===== src/rtl/hilo_unit.sv =====
// HI/LO register pair with latency-modelled MULT/DIV commit, MTHI/MTLO writes and MFHI/MFLO reads.
// Optional divide-by-zero trap enabled by defining HILO_DIV0_TRAP_EN.
module hilo_unit #(
    parameter int unsigned MULT_LAT = 4,
    parameter int unsigned DIV_LAT  = 8
) (
    input  logic        clk,
    input  logic        reset,
    input  logic        start,
    input  logic        is_div,
    input  logic        div_zero,
    input  logic [31:0] alu_high,
    input  logic [31:0] alu_low,
    input  logic        mthi,
    input  logic        mtlo,
    input  logic [31:0] wdata,
    input  logic        mf_req,
    input  logic        mf_sel_hi,
    output logic [31:0] rdata,
    output logic        busy,
    output logic        stall,
    output logic        div0_flag
);

    localparam logic [0:0] IDLE = 1'b0;
    localparam logic [0:0] BUSY = 1'b1;

    localparam logic [3:0] MULT_LOAD = 4'(MULT_LAT - 1);
    localparam logic [3:0] DIV_LOAD  = 4'(DIV_LAT - 1);

    logic [0:0]  state;
    logic [3:0]  cnt;
    logic [31:0] hi;
    logic [31:0] lo;
    logic [31:0] pend_hi;
    logic [31:0] pend_lo;
    logic        commit_ok;
    logic        accept;
    logic        commit;

    assign accept = (state == IDLE) && start;
    assign commit = (state == BUSY) && (cnt == 4'd0);

    always_ff @(posedge clk or posedge reset) begin
        if (reset) begin
            state   <= IDLE;
            cnt     <= 4'd0;
            hi      <= 32'd0;
            lo      <= 32'd0;
            pend_hi <= 32'd0;
            pend_lo <= 32'd0;
        end else begin
            case (state)
                IDLE: begin
                    // start has priority; a coincident MTHI/MTLO is dropped
                    if (start) begin
                        state   <= BUSY;
                        pend_hi <= alu_high;
                        pend_lo <= alu_low;
                        cnt     <= is_div ? DIV_LOAD : MULT_LOAD;
                    end else begin
                        if (mthi) hi <= wdata;
                        if (mtlo) lo <= wdata;
                    end
                end
                BUSY: begin
                    if (cnt != 4'd0) begin
                        cnt <= cnt - 4'd1;
                    end else begin
                        state <= IDLE;
                        if (commit_ok) begin
                            hi <= pend_hi;
                            lo <= pend_lo;
                        end
                    end
                end
                default: state <= IDLE;
            endcase
        end
    end

`ifdef HILO_DIV0_TRAP_EN
    logic pend_zero;
    logic flag_q;

    always_ff @(posedge clk or posedge reset) begin
        if (reset) begin
            pend_zero <= 1'b0;
            flag_q    <= 1'b0;
        end else begin
            if (accept) pend_zero <= is_div & div_zero;
            if (commit && pend_zero) flag_q <= 1'b1;
        end
    end

    assign commit_ok = ~pend_zero;
    assign div0_flag = flag_q;
`else
    logic unused_div_zero;
    assign unused_div_zero = div_zero;
    assign commit_ok       = 1'b1;
    assign div0_flag       = 1'b0;
`endif

    assign busy  = (state == BUSY);
    assign stall = busy & (start | mthi | mtlo | mf_req);
    assign rdata = mf_sel_hi ? hi : lo;

endmodule

===== config.mk =====
export PLATFORM = sky130hd
export DESIGN_NAME = hilo_unit
export DESIGN_NICKNAME = d
export VERILOG_FILES = /design/src/rtl/hilo_unit.sv
export SDC_FILE = /design/constraint.sdc
export NUM_CORES = 1
export LEC_CHECK = 0
export CORE_MARGIN = 10
export CORE_UTILIZATION = 25
export CTS_BUF_LIST = sky130_fd_sc_hd__clkbuf_8 sky130_fd_sc_hd__clkbuf_16
export DETAILED_ROUTE_END_ITERATION = 6
export GPL_TIMING_DRIVEN = 0
export PLACE_DENSITY = 0.55
export SYNTH_ARGS = -nofsm -noshare
export SYNTH_HDL_FRONTEND = slang
export SYNTH_SLANG_ARGS = --single-unit

===== constraint.sdc =====
create_clock -name clk -period 13.45 [get_ports clk]
set_clock_uncertainty 0.2 [all_clocks]
set_input_delay 3.3625 -clock clk [delete_from_list [all_inputs] [get_ports clk]]
set_output_delay 3.3625 -clock clk [all_outputs]
set_load 0.01 [all_outputs]

---- After elaboration in Yosys (flattened, before gate mapping) ----
Index checks and enable logic that the tools add are counted.
operators by class
  magnitude comparators ................... 0
  muxes and demuxes ....................... 16
  reductions and logical operators ........ 5
  eq/ne operators ......................... 6
  multipliers ............................. 0
  bitwise gates (word level) .............. 5
  shift-type cells ........................ 0
  $add $sub $neg .......................... 1
  divide/modulo/power cells ............... 0
operator list
  cell                                                                     number
  32-bit two-way mux                                                       7
  32-bit one-hot mux with 2 select lines                                   2
  2-bit inequality test, second input constant                             5
  4-bit two-way mux                                                        2
  4-bit one-hot mux with 2 select lines                                    1
  3-bit AND reduction                                                      2
  2-bit AND reduction                                                      2
  4-bit nonzero test                                                       1
  4-bit by 1-bit subtractor with 4-bit output, second input constant       1
  3-bit two-way mux                                                        1
  1-bit bitwise OR                                                         3
  1-bit two-way mux                                                        2
  2-bit by 1-bit inequality test with 1-bit output, second input constant  1
  1-bit one-hot mux with 2 select lines                                    1
  1-bit AND                                                                1
  1-bit NOT                                                                1
word-level totals
  RAM bits ................................ 0
  bits in latches ......................... 0
  bits of input ports ..................... 105
  output and inout port bits .............. 35
  memories kept ........................... 0
  ROM bits ................................ 0
  logic and storage cells ................. 39
  register bits ........................... 133

---- Longest topological paths before layout ----
  depth in word-level cells ............... 4
  gate-level depth with buffers ........... 6
  depth with buffers taken out ............ 5

---- Worst setup path before layout ----
OpenSTA, ideal clock, no wires.
  kind .................................... input to output
  from .................................... input port mf_sel_hi
  to ...................................... output port rdata[10]
  buffers on the path ..................... 2
  setup slack ............................. 5.770 ns
  required time ........................... 9.887 ns
  arrival time ............................ 4.117 ns
  stages .................................. 3
  cells stage by stage .................... clkbuf_1 > buf_2 > mux2_2
between the ends
  word-level cells in the longest chain between the ends .. 1
RTL lines
  item                line  text
  from (decl)         18    input logic mf_sel_hi,
  32-bit two-way mux  107   assign rdata = mf_sel_hi ? hi : lo;
  to (decl)           19    output logic [31:0] rdata,
No other way between the ends.

---- Worst setup path in the final report ----
  from .................................... input port mf_sel_hi
  to ...................................... output port rdata[30]
The elaborated chain is that of the path after synthesis.

==> summary.txt <==
Outcome
  – Status: finished, final reports clean

Global route
  – Total GRT Usage: 11.5%
  – GRT overflow: 0
  – Largest net degree at the start of global routing: 79
  – Initial antenna violation count: 0
  – Vias in the first global route: 4,683
  – First-pass GRT wire length: 27,500 microns

Die
  – Die width: 177 microns
  – Core Box Area: 0.0243 sq mm
  – Die Y: 177 microns
  – Die ar.: 0.0314 sq mm
  – IO Pins: 140
  – Initial core utilization: 25.4%
  – Rows: 57

Placement
  – Area after DPL: 0.00799 sq mm
  – Detailed-placement wirelength estimate: 12,500 microns
  – Dpl cells: 970
  – Routability Congestion: 0.737
  – Buffers added on ports: 136

STA
  – Tcrit/Tclk final: 63.2%
  – Slew @ Worst Pin: 0.647 ns
  – Final min period: 8.50 ns
  – Setup-failing EPs final: 0
  – Slew HR: 56.9%
  – Final Max Slew Viols: 0
  – Achievable frequency: 0.118 GHz
  – Setup TNS: 0 ns
  – Fin. Hold Viols: 0
  – RSZ-0062 raised after global routing: false

Yosys
  – Synthesized flop and latch total: 133
  – Mapped Cells: 509
  – Yosys warning count: 0
  – Post-synthesis sequential area ratio: 53.8%
  – Synth Cell Area: 0.00619 sq mm
  – Mean Syn Cell Area: 12.2 sq um
  – Distinct cells, synth: 25
  – Syn Nets: 615

Route
  – Drc violations: 0
  – Routed WL per cell: 17.3 microns
  – Vias per cell: 4.19
  – Initial DRC count: 141
  – 1st-pass router iterations: 4
  – Routed vias: 4,201
  – Antenna Nets Post-Route: 0
  – Final WL: 17,400 microns

Clock network
  – Hold_buf cts: 0
  – H-tree levels: 4
  – Setup bufs post-CTS: 0
  – CTS root buf: clkbuf_16
  – Post-cts sizing count: 0
  – CTS max path bufs: 2
  – Clk pin slew, worst setup/hold paths: 0.06 ns
  – Clock Latency Late Sink: 0.41 ns
  – CTS tree: yes
  – TritonCTS buffer count: 17
  – CTS Sinks: 133

Power and ir drop
  – Maximum vdd ir drop: 0.0717 mV
  – Final Power: 0.00195 W
  – Leak Pwr: 3.82 nW
  – PwrDens: 227 mW/mm^2

Layout
  – Share of post-route cells with drive strength above 1: 31.0%
  – Post-Layout Cell Count: 1,002
  – Commonest non-fill, non-tap cell in the layout: mux2_2
  – Most frequent cells in the layout: mux2_2 (156), clkdlybuf4s50_1 (136), dfrtp_1 (133), nand2_1 (129), nand2b_1 (35)
  – Layout area overhead: 38.5%
  – Diode count: 0
  – Post-layout net count: 771
  – Cell area after layout: 0.00857 sq mm

Worst setup path
  – Critical path class: primary input to output pin
  – Startpoint types: primary input
  – Critical Path AT: 4.94 ns
  – Worst EP required: 9.89 ns
  – Critical path fanouts, max: 10
  – Critical path endpoint category: output pin

Min path
  – HP Class: flip-flop to flip-flop

Flow run
  – Max-cap violations: 0
-- per-layer routing --
| layer | up-vias | GRT usage (%) | part of all wire (%) |
|---|---|---|---|
| met5 | - | 0 | 0 |
| met4 | 0 | 3.23 | 0.91 |
| met3 | 8 | 3.76 | 5.8 |
| met2 | 86 | 18.4 | 48 |
| met1 | 2076 | 14.6 | 46 |
| li1 | 2031 | - | - |
-- area by class of cell --
| type | instances | area (sq um) |
|---|---|---|
| Inverter | 3 | 16.3 |
| Sequential cell | 133 | 3330 |
| Clock inverter | 9 | 76.3 |
| Multi-Input combinational cell | 344 | 2670 |
| Timing Repair Buffer | 137 | 1390 |
| Clock buffer | 23 | 508 |
| Fill cell | 2463 | 15800 |
| Tap cell | 324 | 405 |
| Buffer | 29 | 180 |
-- through the flow --
| step | utilization (%) | setup slack (ns) | hold slack [ns] |
|---|---|---|---|
| 6_report | 35.2 | 4.95 | 0.289 |
| 5_1_grt | 35.2 | 4.87 | 0.315 |
| 4_1_cts | 35.2 | 4.90 | 0.288 |
| 3_5_place_dp | 32.8 | 4.90 | 0.275 |
| 3_3_place_gp | 32.7 | 3.91 | 0.268 |
| 2_1_floorplan | - | 5.77 | 0.259 |
-- worst paths after layout --
path | start | to | slack (ns) | cells after the start
setup reg to reg | cnt[0] | lo[24] | 11.33 | 6
max in group asynchronous | reset | lo[31] | 9.06 | 3
min in group asynchronous | reset | hi[13] | 3.19 | 2
setup / recovery | mf_sel_hi | rdata[30] | 4.95 | 4
hold / removal | hi[12] | hi[12] | 0.29 | 1
hold reg to reg | hi[12] | hi[12] | 0.29 | 1
-- sequential cells by signal, summed over array words and instances, names as in the netlist --
register,cells
hi,32
pend_lo,32
pend_hi,32
busy,1
lo,32
cnt,4
-- logic make-up (layout without fill, tap and decap cells) --
logic type / Yosys count / after routing / share of synthesized area (%)
XOR/XNOR: 1 / 1 / 0.142
AO/OA/AOI/OAI: 7 / 7 / 1.09
AND/OR/NAND/NOR: 172 / 172 / 12.2
multiplexers: 162 / 162 / 29.4
other: 1 / 1 / 0.0606
flip-flops: 133 / 133 / 53.8
adder cells (fa/ha/maj): 1 / 1 / 0.202
buffers and inverters: 32 / 201 / 3.09
-- cell usage after synthesis (all sizes together) --
cell type  count  area share, %
conb           1          0.061
and4bb         1           0.20
inv            3           0.18
dfrtp        133             54
clkbuf         7           0.42
a21oi          2           0.53
a211oi         1           0.12
mux2         160             29
o41a           1           0.18
nor3           1          0.081
nor2           3           0.18
a31oi          1           0.10
o21ai          2           0.16
buf           22            2.5
xnor2          1           0.14
nand3b         1           0.12
nand2        129            7.8
mux2i          2           0.32
nand2b        35            3.5
ha             1           0.20
nor2b          2           0.20
-- where the power goes --
| group | total (W) | leakage, nW | switching [W] | internal (W) |
|---|---|---|---|---|
| clock | 0.000455 | 0.294 | 0.000173 | 0.000282 |
| combinational | 0.000791 | 1.93 | 0.000339 | 0.000452 |
| sequential | 0.000702 | 1.60 | 0.0000971 | 0.000605 |
-- critical path, stage by stage --
cell and delay (ns):
clkbuf_1 0.28, buf_2 0.39, mux2_2 0.37, clkdlybuf4s50_1 0.53
Power figures use the tool's default switching activity.
